<file path="config.mk">
export PLATFORM = sky130hd
export DESIGN_NAME = det4_host_ctrl
export DESIGN_NICKNAME = d
export VERILOG_FILES = /design/src/rtl/det4_host_ctrl.sv
export SDC_FILE = /design/constraint.sdc
export NUM_CORES = 1
export LEC_CHECK = 0
export BUFFER_PORTS_ARGS = -buffer_cell sky130_fd_sc_hd__buf_2
export CAP_MARGIN = 20
export CORE_MARGIN = 4
export CORE_UTILIZATION = 30
export CTS_CLUSTER_DIAMETER = 60
export DETAILED_ROUTE_END_ITERATION = 16
export GPL_TIMING_DRIVEN = 1
export PLACE_DENSITY_LB_ADDON = 0.12
export RECOVER_POWER = 100
export SYNTH_ARGS = -nofsm -noshare
export SYNTH_HDL_FRONTEND = slang
export SYNTH_SLANG_ARGS = --single-unit
</file>
<file path="constraint.sdc">
create_clock -name clk -period 7.5 [get_ports clk]
set_clock_uncertainty 0.15 [all_clocks]
set_input_delay 0.375 -clock clk [delete_from_list [all_inputs] [get_ports clk]]
set_output_delay 0.375 -clock clk [all_outputs]
set_load 0.05 [all_outputs]
</file>
<file path="src/rtl/det4_host_ctrl.sv">
// rtl/det4_host_ctrl.sv - host initiator that streams a 4x4 matrix to the determinant unit and returns its result
// Optional WAIT timeout abort is compiled in with `define DET_TIMEOUT_EN.
module det4_host_ctrl #(
    parameter int TIMEOUT = 255
) (
    input  logic         clk,
    input  logic         rst,
    input  logic         in_valid,
    input  logic [7:0]   in_data,
    output logic         in_ready,
    output logic [127:0] mat_out,
    output logic         det_start,
    input  logic         det_done,
    input  logic [15:0]  det_result,
    output logic         res_valid,
    output logic [15:0]  res_data,
    output logic         res_err,
    input  logic         res_ready
);

    typedef enum logic [1:0] {S_LOAD, S_START, S_WAIT, S_OUT} state_t;

    state_t         state_q, state_d;
    logic [3:0]     idx_q, idx_d;
    logic [127:0]   mat_q, mat_d;
    logic [15:0]    res_data_q, res_data_d;
    logic           res_valid_q, res_valid_d;
    logic           accept;
    logic           timeout_hit;

    assign accept = (state_q == S_LOAD) && in_valid;

`ifdef DET_TIMEOUT_EN
    logic [7:0] cnt_q, cnt_d;
    logic       res_err_q, res_err_d;

    // The counter holds the number of WAIT cycles already completed, so the
    // TIMEOUT-th WAIT cycle is the one where it equals TIMEOUT-1.
    assign timeout_hit = (state_q == S_WAIT) && !det_done && (cnt_q == 8'(TIMEOUT - 1));
    assign cnt_d       = (state_q == S_WAIT) ? cnt_q + 8'd1 : 8'd0;
    assign res_err     = res_err_q;

    always_ff @(posedge clk or posedge rst) begin
        if (rst) begin
            cnt_q     <= 8'd0;
            res_err_q <= 1'b0;
        end else begin
            cnt_q     <= cnt_d;
            res_err_q <= res_err_d;
        end
    end

    always_comb begin
        res_err_d = res_err_q;
        if (state_q == S_WAIT) begin
            if (det_done)
                res_err_d = 1'b0;
            else if (timeout_hit)
                res_err_d = 1'b1;
        end else if (state_q == S_OUT && res_ready) begin
            res_err_d = 1'b0;
        end
    end
`else
    logic unused_timeout;
    assign unused_timeout = ^8'(TIMEOUT);
    assign timeout_hit    = 1'b0;
    assign res_err        = 1'b0;
`endif

    always_ff @(posedge clk or posedge rst) begin
        if (rst)
            state_q <= S_LOAD;
        else
            state_q <= state_d;
    end

    always_comb begin
        state_d = state_q;
        case (state_q)
            S_LOAD:  if (accept && idx_q == 4'd15) state_d = S_START;
            S_START: state_d = S_WAIT;
            S_WAIT:  if (det_done || timeout_hit) state_d = S_OUT;
            S_OUT:   if (res_ready) state_d = S_LOAD;
            default: state_d = S_LOAD;
        endcase
    end

    always_comb begin
        in_ready    = (state_q == S_LOAD) && !rst;
        det_start   = (state_q == S_START);
        idx_d       = idx_q;
        mat_d       = mat_q;
        res_data_d  = res_data_q;
        res_valid_d = res_valid_q;
        case (state_q)
            S_LOAD: begin
                if (accept) begin
                    mat_d[{idx_q, 3'b000} +: 8] = in_data;
                    idx_d = idx_q + 4'd1;
                end
            end
            S_WAIT: begin
                if (det_done) begin
                    res_data_d  = det_result;
                    res_valid_d = 1'b1;
                end else if (timeout_hit) begin
                    res_data_d  = 16'h8000;
                    res_valid_d = 1'b1;
                end
            end
            S_OUT: begin
                if (res_ready) res_valid_d = 1'b0;
            end
            default: ;
        endcase
    end

    always_ff @(posedge clk or posedge rst) begin
        if (rst) begin
            idx_q       <= 4'd0;
            mat_q       <= 128'd0;
            res_data_q  <= 16'd0;
            res_valid_q <= 1'b0;
        end else begin
            idx_q       <= idx_d;
            mat_q       <= mat_d;
            res_data_q  <= res_data_d;
            res_valid_q <= res_valid_d;
        end
    end

    assign mat_out   = mat_q;
    assign res_data  = res_data_q;
    assign res_valid = res_valid_q;

endmodule

</file>
==> results of run 1 <==
worst register-to-register path, cell delays in order (launching register included):
cell and delay, ns:
dfrtp_1 0.69, inv_1 0.16, ha_1 0.33, or3b_2 0.49, o22ai_1 0.39, nor4b_1 1.35, mux2_2 0.44
path summary, 6_finish.rpt:
path,endpoint,slack [ns],depth (start not counted)
setup / recovery,mat_out[66]$_DFFE_PP0P_,3.01,5
setup reg to reg,mat_out[69]$_DFFE_PP0P_,3.39,6
hold / removal,res_data[5]$_DFFE_PP0P_,0.03,2
max in group clk,mat_out[69]$_DFFE_PP0P_,3.39,6
min in group asynchronous,mat_out[95]$_DFFE_PP0P_,0.95,3
hold reg to reg,mat_out[64]$_DFFE_PP0P_,0.34,1
per-layer routing:
layer | share of wire | vias to the layer above | track usage
met2 | 0.49 | 111 | 0.239
met3 | 0.059 | 17 | 0.0463
met1 | 0.44 | 2126 | 0.175
li1 | - | 1877 | -
met5 | 0 | - | 0
met4 | 0.014 | 0 | 0.0467
cells by family (layout without fill, tap and decap cells):
group	count (synthesis)	in the layout	share of synthesized area
flip-flops	151	151	0.604
multiplexers	144	144	0.259
AND/OR/NAND/NOR	81	81	0.0800
buffers and inverters	27	216	0.0174
AO/OA/AOI/OAI	16	16	0.0170
adder cells (fa/ha/maj)	8	8	0.0160
XOR/XNOR	4	4	0.00560
other	1	1	0.000600
cell usage after synthesis, types with 3 or more instances:
library cell,n
buf_1,8
buf_2,3
inv_1,7
nand2b_1,4
nor2_1,5
nand3_1,4
ha_1,8
nor3_1,3
dfrtp_1,151
and3_1,9
clkbuf_1,8
o21ai_0,8
nor2b_1,18
nand2_1,12
xnor2_1,3
mux2_1,3
mux2_2,141
nand4_1,6
and2_1,9
sequential cells by signal, summed over array words and instances (netlist names):
name,count
res_valid,1
idx_q,4
res_data,16
mat_out,128
state_q,2
final cells by class:
type | instances | area, µm²
Clock buffer | 22 | 484
Clock inverter | 9 | 185
Fill cell | 2063 | 12500
Inverter | 7 | 27.5
Multi-Input combinational cell | 254 | 2330
Sequential cell | 151 | 3780
Tap cell | 270 | 338
Timing Repair Buffer | 178 | 732
through the flow:
stage	hold WS, ns	cell area (µm²)	util	cells	setup WS (ns)
2_1_floorplan	0.376	6250	-	432	2.91
3_3_place_gp	0.319	7400	0.363	858	4.16
3_5_place_dp	0.333	7400	0.363	858	3.93
4_1_cts	0.0156	8070	0.396	889	3.91
5_1_grt	0.0200	7870	0.387	891	2.05
6_report	0.0312	7870	0.387	891	3.01
cell usage in the layout, fill, tap and decap left out, types with 2 or more instances in the layout:
cell	instances
dfrtp_1	151
clkbuf_1	150
mux2_2	141
buf_2	27
nor2b_1	18
clkbuf_16	17
nand2_1	12
and3_1	9
o21ai_0	8
and2_1	8
ha_1	8
nand4_1	6
inv_1	6
nor2_1	5
nor3_1	5
bufinv_16	5
nand2b_1	4
nand3_1	4
clkbuf_8	4
inv_6	4
nor3b_1	3
mux2_1	3
xnor2_1	3
a21oi_1	2
and2_0	2
==> metrics.md, run 1 <==
| Metric | Value |
|---|---|
| Share of layout cells above drive strength 1 | 0.325 |
| CTS sink count | 151 |
| Synth Register Bits | 151 |
| First-pass GRT wire length | 25.8 mm |
| Worst slew margin | -0.547 |
| RSZ-0062 raised after global routing | no |
| Antenna violations before repair | 0 |
| Pin count of the biggest net entering global routing | 111 |
| Setup CP Type | primary input to asynchronous set/reset pin |
| Hold WC Path Type | primary input to register |
| Crit Path Max Fanout | 62 |
| PortBufs | 175 |
| Total CTS buffers | 17 |
| Max-cap check violation count | 3 |
| Critical Path Start | rst |
| Vias per cell | 4.64 |
| Worst Path Required | 7.40 ns |
| Reg2reg start | idx_q[0]$_DFFE_PP0P_ |
| TritonCTS clock tree | done |
| PostCTS Resize Cnt | 0 |
| Final period util | 0.598 |
| Clock transition at the registers of the reported paths | 0.06 ns |
| Post-synth EDFFs | 0 |
| Final GP Congestion | 0.777 |
| Synth Instances | 432 |
| Syn Nets | 469 |
| Setup TNS | 0 ns |
| Die area | 23200 µm² |
| Num ports | 177 |
| Synth async-reset ratio | 1.00 |
| CP Buf/Inv Count | 5 |
| FMAX | 223 MHz |
| Crit end category | asynchronous set/reset pin |
| Status | finished, violations left |
| Die Y-Extent | 152 µm |
| CP dominant cell by count | clkbuf_1 |
| Layout area overhead | 25.8% |
| Slowest cell on crit path | clkbuf_1 |
| Area contributors post-synth | dfrtp_1 (60%), mux2_2 (25%), nor2b_1 (1.8%), ha_1 (1.6%), and2_1 (0.90%) |
| Worst skew pair latency | 0.42 ns |
| CP top delay family | buffers and inverters |
| Crit-path max cell delay | 1.68 ns |
| Worst-margin pin slew | 2.32 ns |
| Vias in the first global route | 4468 |
| Wirelength, routed | 16.5 mm |
| Chip Width | 152 µm |
| Initial DRC count | 169 |
| Final min period | 4.49 ns |
| Antenna-violating nets left | 0 |
| Max Buffers Root-to-Sink | 2 |
| Startpoint Class | primary input |
| Residual DRC | 0 |
| Synth cell types | 38 |
| Failing checks | capacitance limit, slew limit |
| Hold buffer count at CTS | 0 |
| Final Slew Violations | 101 |
| Total grt overflow | 0 |
| Ys flop type | dfrtp_1 |
| Antenna Cells | 0 |
| Critical path, cell by cell | dlygate4sd3_1, clkbuf_1, clkinvlp_2, buf_16, clkbuf_1 |
| Largest area contributor in the netlist | dfrtp_1 |
| Core area | 20400 µm² |
| Worst endpoint data arrival time | 4.38 ns |
| GRT Overall Usage | 0.143 |
| Final HPWL from detailed placement | 11.5 mm |
| Register area share after synthesis | 0.604 |
| Hold Vio Cnt, Final | 0 |
| Mapped Avg Cell Area | 14.5 µm² |
| Setup violations, final | 0 |
| H-Tree Depth | 4 |
| DR vias | 4131 |
| Hold Crit Start | det_result[5] |
| Synthesized cell area | 6250 µm² |
| First-pass detailed-route iteration total | 4 |
| Root Buffer | clkbuf_16 |
| Post-CTS Setup Inserts | 0 |
| Share of the synthesized area in the top cell type | 0.604 |
| FP Rows | 52 |
| Wire per inst | 18.5 µm |
| Yosys Warn Count | 0 |
| Post-layout net count | 646 |
| Initial Util | 0.307 |
Power of run 1 is left out: the tool's default activity adds up to more than one toggle a clock period on the data nets, which glitch-free logic cannot reach.
==> run 2, diff against run 1 <==
Settings changed: ABC_AREA from default to 1.
Clock period 7.5 ns to 3.9 ns, I/O delays scaled along.
==> metrics.md, run 2 <==
| Metric | Value |
|---|---|
| Final min period | 3.25 ns |
| Post-synth EDFFs | 0 (unchanged) |
| Max reg flops | 128 (unchanged) |
| Worst Path Required | 4.06 ns (-3.34 ns) |
| Max-cap check violation count | 1 (-2) |
| Combinational Power Share | 0.481 |
| Crit Path Max Fanout | 17 (-73%) |
| Fin util | 0.385 (-0.00109) |
| Grt met2 use | 0.262 (+0.0231) |
| Final WS setup | 0.651 ns (-2.36 ns) |
| Worst skew pair latency | 0.42 ns (about the same) |
| Antenna Cells | 0 (unchanged) |
| Layout area overhead | 26.3% |
| Final instance area | 8130 µm² (+3.3%) |
| Setup violations, final | 0 (unchanged) |
| Total CTS buffers | 17 (unchanged) |
| First-pass GRT wire length | 30.6 mm (+19%) |
| Synthesized cell area | 6430 µm² (+2.9%) |
| Vias per cell | 4.51 (-2.8%) |
| GRT Overall Usage | 0.164 (+0.0211) |
| Met1 global-route usage | 0.214 (+0.0389) |
| FMAX | 308 MHz |
| PostCTS Resize Cnt | 0 (unchanged) |
| Share of layout cells above drive strength 1 | 0.109 (-0.216) |
| PD cells | 1040 nW/µm² |
| Initial DRC count | 266 (+57%) |
| PortBufs | 175 (unchanged) |
| Antenna-violating nets left | 0 (unchanged) |
| Synth async-reset ratio | 1.00 (unchanged) |
| Hold Crit Start | in_data[5] |
| Hold WC Path Type | primary input to register |
| Failing checks | capacitance limit, slew limit |
| Total grt overflow | 0 (unchanged) |
| Worst-margin pin slew | 2.45 ns (+0.128 ns) |
| DR vias | 5284 (+28%) |
| Mapped Avg Cell Area | 9.17 µm² (-37%) |
| Worst slew margin | -0.632 (-0.0854) |
| Reg2reg start | idx_q[0]$_DFFE_PP0P_ |
| Antenna violations before repair | 0 (unchanged) |
| Wirelength, routed | 19.1 mm (+16%) |
| Synth cell types | 32 (-16%) |
| Synth Instances | 702 (+63%) |
| Chip Width | 154 µm (+1.4%) |
| Final GP Congestion | 0.733 (-5.6%) |
| Post-layout net count | 921 (+43%) |
| Register area share after synthesis | 0.587 (-0.0169) |
| Hold Vio Cnt, Final | 0 (unchanged) |
| Area contributors post-synth | dfrtp_1 (59%), nand2_1 (15%), nand3_1 (8.4%), mux2_2 (2.8%), inv_1 (1.7%) |
| Final period util | 0.833 |
| Sw power | 4.44 mW |
| Yosys Warn Count | 0 (unchanged) |
| Wire per inst | 16.3 µm (-12%) |
| Status | finished, violations left |
| Largest area contributor in the netlist | dfrtp_1 |
| Synth Register Bits | 151 (unchanged) |
| RSZ-0062 raised after global routing | no |
| Crit end category | register |
| Met3 Use GR | 0.0504 (+0.00407) |
| TritonCTS clock tree | done |
| Sw frac | 0.525 |
| First-pass detailed-route iteration total | 4 (unchanged) |
| Critical Path Start | idx_q[0]$_DFFE_PP0P_ |
| Syn Nets | 739 (+58%) |
| Placed cell count | 1123 (+31%) |
| Share of the synthesized area in the top cell type | 0.587 (-0.0169) |
| Most frequent cells in the layout | nand2_1 (270), dfrtp_1 (151), clkbuf_1 (148) |
| Pin count of the biggest net entering global routing | 99 (-11%) |
| DP Worst Slack | 0.942 ns (-2.99 ns) |
| Setup TNS | 0 ns (unchanged) |
| CTS sink count | 151 (unchanged) |
| Reg power frac | 0.300 |
| H-Tree Depth | 4 (unchanged) |
| Placed cell areas | 7520 µm² (+1.7%) |
| FP Rows | 53 (+1.9%) |
| Max Buffers Root-to-Sink | 2 (unchanged) |
| Num ports | 177 (unchanged) |
| Leakage power | 4.08 nW |
| Vias in the first global route | 5450 (+22%) |
| Core area | 21100 µm² (+3.6%) |
| Most numerous cell in the Yosys netlist | nand2_1 |
| Final Slew Violations | 99 (-2.0%) |
| Die area | 23900 µm² (+2.7%) |
| Setup CP Type | register to register |
| Pint | 4.01 mW |
| Clock share of power | 0.219 |
| Ys flop type | dfrtp_1 |
| Residual DRC | 0 (unchanged) |
| Synth top cells by count | nand2_1 (265), dfrtp_1 (151), nand3_1 (108) |
| Initial Util | 0.305 (-0.00199) |
| Commonest non-fill, non-tap cell in the layout | nand2_1 |
| Top Usage Layer GRT | met2 |
| Final HPWL from detailed placement | 13.1 mm (+14%) |
| Die Y-Extent | 154 µm (+1.4%) |
| Maximum VDD drop | 0.000411 V |
| Startpoint Class | register |
| Worst endpoint data arrival time | 3.41 ns (-0.97 ns) |
| Non-filler cells, final | 1172 (+32%) |
| Root Buffer | clkbuf_16 |
| Clock transition at the registers of the reported paths | 0.07 ns (about the same) |
[run 2: changes by cell type after synthesis, sizes merged, moves of 9 or more]
cell	delta
buf	+10
and3	-9
nand2	+262
nand3	+106
inv	+30
mux2	-128
nor2	+19
and2	-10
o21ai	+23
nor2b	-18
[run 2: final cells by class]
cell class | count | area [µm²]
Clock inverter | 14 | 223
Multi-Input combinational cell | 481 | 2320
Tap cell | 275 | 344
Timing Repair Buffer | 195 | 878
Sequential cell | 151 | 3780
Clock buffer | 18 | 439
Fill cell | 2297 | 13000
Inverter | 38 | 149
[run 2: worst max-delay path, stage by stage, from the launching register on]
cell     delay (ns)
dfrtp_1        0.55
inv_1          0.31
ha_1           0.33
inv_1          0.06
nand2_1        0.04
nand2_1        0.56
inv_2          0.26
nor2_4         0.41
nand2_1        0.28
nand2_1        0.13
nand2_1        0.05
[run 2: worst paths after layout]
check / cells after the start / slack (ns) / endpoint
worst max-delay path: 10 / 0.65 / mat_out[114]$_DFFE_PP0P_
worst min register to register: 2 / 0.32 / mat_out[123]$_DFFE_PP0P_
max in group asynchronous: 4 / 1.02 / idx_q[1]$_DFFE_PP0P_
worst min-delay path: 3 / 0.02 / mat_out[101]$_DFFE_PP0P_
worst max register to register: 10 / 0.65 / mat_out[114]$_DFFE_PP0P_
min in group asynchronous: 4 / 0.66 / mat_out[72]$_DFFE_PP0P_
[run 2: power by group through the flow]
stage	clock network [mW]	registers, mW	logic, mW
3_3_place_gp	0	2.55	4.27
4_1_cts	1.89	2.53	4.32
2_1_floorplan	0	4.42	1.40
3_5_place_dp	0	2.54	4.30
5_1_grt	1.95	2.61	4.38
6_report	1.85	2.54	4.07
[run 2: per-layer routing]
metal	wire, µm	up-vias
met5	0	-
met4	331	0
met3	1200	18
met2	8920	126
met1	8650	2518
li1	-	2622
[run 2: cell families after synthesis]
logic type | count (synthesis) | share of synthesized area
xor+xnor | 3 | 0.00408
other cells | 1 | 0.000583
mux | 16 | 0.0280
simple gates | 418 | 0.286
fa+ha+maj | 8 | 0.0156
flops | 151 | 0.587
buf+inv | 70 | 0.0490
compound gates | 35 | 0.0292
[run 2: timing repair]
action / 4_1_cts / 5_1_grt
setup buffers: 0 / 0
hold buffers: 17 / 0
hold endpoints to repair: 167 / 0
[run 2: metrics by stage]
| stage | hold WS, ns | total power [mW] |
|---|---|---|
| 6_report | 0.0150 | 8.45 |
| 2_1_floorplan | 0.196 | 5.83 |
| 3_5_place_dp | 0.265 | 6.84 |
| 4_1_cts | 0.0115 | 8.73 |
| 3_3_place_gp | 0.267 | 6.82 |
| 5_1_grt | 0.0241 | 8.95 |
(Power assumes the default switching activity.)
==> run 3, diff against run 2 <==
Clock period 3.9 ns to 2.61 ns, I/O delays scaled along.
==> metrics.md, run 3 (synthesized netlist as in run 2, its figures left out) <==
| Metric | Value |
|---|---|
| Maximum VDD drop | 0.000630 V (+53%) |
| Startpoint Class | register |
| Final Slew Violations | 66 (-33%) |
| Vias in the first global route | 5581 (+2.4%) |
| FP Rows | 53 (unchanged) |
| Worst Path Required | 2.82 ns (-1.24 ns) |
| First-pass GRT wire length | 31.3 mm (+2.3%) |
| Setup CP Type | register to register |
| Share of layout cells above drive strength 1 | 0.133 (+0.0234) |
| Vias per cell | 4.52 (+0.24%) |
| Total CTS buffers | 17 (unchanged) |
| Fin util | 0.395 (+0.00973) |
| Post-layout net count | 951 (+3.3%) |
| Met3 WL | 1.14 mm (-5.0%) |
| Worst R2R Setup Slack | 0.28 ns (-0.37 ns) |
| Final period util | 0.893 (+0.0601) |
| Core area | 21100 µm² (unchanged) |
| Leakage power | 4.17 nW (+2.4%) |
| Antenna-violating nets left | 0 (unchanged) |
| Max Buffers Root-to-Sink | 2 (unchanged) |
| Chip Width | 154 µm (unchanged) |
| Root Buffer | clkbuf_16 |
| DR vias | 5432 (+2.8%) |
| Antenna violations before repair | 0 (unchanged) |
| Final HPWL from detailed placement | 13.5 mm (+3.1%) |
| Residual DRC | 0 (unchanged) |
| DR top layer | met4 |
| Most frequent cells in the layout | nand2_1 (266), dfrtp_1 (151), clkbuf_1 (150) |
| Crit Path Max Fanout | 11 (-6) |
| Fillers | 2269 (-1.2%) |
| Crit end category | register |
| Final min period | 2.33 ns (-0.918 ns) |
| Wire per inst | 16.3 µm (+0.29%) |
| Worst endpoint data arrival time | 2.54 ns (-0.87 ns) |
| Final GP Congestion | 0.775 (+5.8%) |
| Die area | 23900 µm² (unchanged) |
| Commonest non-fill, non-tap cell in the layout | nand2_1 |
| PD cells | 1520 nW/µm² (+47%) |
| Hold Vio Cnt, Final | 0 (unchanged) |
| TritonCTS clock tree | done |
| Non-filler cells, final | 1202 (+2.6%) |
| Wirelength, routed | 19.6 mm (+2.9%) |
| FMAX | 429 MHz (+39%) |
| Hold Crit Start | in_valid |
| RSZ-0062 raised after global routing | no |
| Initial DRC count | 304 (+14%) |
| Layout area overhead | 29.5% |
| PostCTS Resize Cnt | 0 (unchanged) |
| Status | finished, violations left |
| Hold WC Path Type | primary input to register |
| Setup TNS | 0 ns (unchanged) |
| Wire length on met2 | 9.39 mm (+5.3%) |
| Pin count of the biggest net entering global routing | 87 (-12%) |
| Worst skew pair latency | 0.42 ns (about the same) |
| Placed cell count | 1143 (+1.8%) |
| Total grt overflow | 0 (unchanged) |
| Critical Path Start | idx_q[0]$_DFFE_PP0P_ |
| GRT Overall Usage | 0.169 (+0.00509) |
| Num ports | 177 (unchanged) |
| Initial Util | 0.305 (unchanged) |
| H-Tree Depth | 4 (unchanged) |
| Worst slew margin | -0.0861 (+0.546) |
| Setup violations, final | 0 (unchanged) |
| Clock transition at the registers of the reported paths | 0.06 ns (about the same) |
| Reg2reg start | idx_q[0]$_DFFE_PP0P_ |
| PortBufs | 175 (unchanged) |
| Die Y-Extent | 154 µm (unchanged) |
| First-pass detailed-route iteration total | 4 (unchanged) |
| Max-cap check violation count | 1 (unchanged) |
| Antenna Cells | 0 (unchanged) |
| Max reg flops | 128 (unchanged) |
| CTS sink count | 151 (unchanged) |
| Worst-margin pin slew | 1.63 ns (-0.819 ns) |
| Met1 Wirelength | 8.74 mm (+1.0%) |
| Failing checks | capacitance limit, slew limit |
-- run 3: power breakdown --
| part | total (mW) | leakage, nW | switching [mW] | internal, mW |
|---|---|---|---|---|
| registers | 3.78 | 2.01 | 0.561 | 3.22 |
| clock network | 2.56 | 0.289 | 1.03 | 1.54 |
| logic | 6.35 | 1.88 | 5.13 | 1.22 |
-- run 3: critical path, cell delays in order, from the launching register on --
cell     delay, ns
dfrtp_1       0.37
inv_1         0.22
ha_1          0.24
inv_1         0.05
nand2_1       0.06
nand2_2       0.17
buf_4         0.23
nor2_4        0.22
nand2_2       0.19
inv_1         0.18
nand2_1       0.09
nand2_1       0.08
-- run 3: final cells by class --
type | instances | area [µm²] | area share
Sequential cell | 151 | 3780 | 0.453
Clock inverter | 14 | 174 | 0.0209
Tap cell | 275 | 344 | 0.0413
Clock buffer | 18 | 439 | 0.0527
Timing Repair Buffer | 225 | 1120 | 0.135
Inverter | 38 | 149 | 0.0179
Multi-Input combinational cell | 481 | 2320 | 0.279
-- run 3: per-stage QoR --
step / worst slack, ns / total power [mW] / cell area [µm²] / hold WS (ns)
final: 0.279 / 12.7 / 8330 / 0.0268
after detailed placement: 0.320 / 10.5 / 7690 / 0.153
after global routing: 0.0510 / 13.5 / 8330 / 0.0569
after floorplan: 0.385 / 8.71 / 6440 / 0.131
after global placement: 0.335 / 10.5 / 7690 / 0.155
after CTS: 0.314 / 13.1 / 8570 / 0.0143
-- run 3: final timing paths --
path                                                  to  depth (start not counted)
worst max-delay path             mat_out[94]$_DFFE_PP0P_                         11
worst min-delay path                idx_q[0]$_DFFE_PP0P_                          3
worst max register to register   mat_out[94]$_DFFE_PP0P_                         11
worst min register to register  mat_out[102]$_DFFE_PP0P_                          2
max in group asynchronous       mat_out[112]$_DFFE_PP0P_                          4
min in group asynchronous        mat_out[10]$_DFFE_PP0P_                          4
-- run 3: routing by layer --
metal | vias to the layer above | global-route usage
met5 | - | 0
met4 | 0 | 0.0555
met3 | 26 | 0.0453
met2 | 136 | 0.272
met1 | 2601 | 0.223
li1 | 2669 | -
-- run 3: what timing repair did --
item,in CTS,in global routing
setup buffers,0,0
endpoints found under the hold margin,225,0
hold buffers,27,0
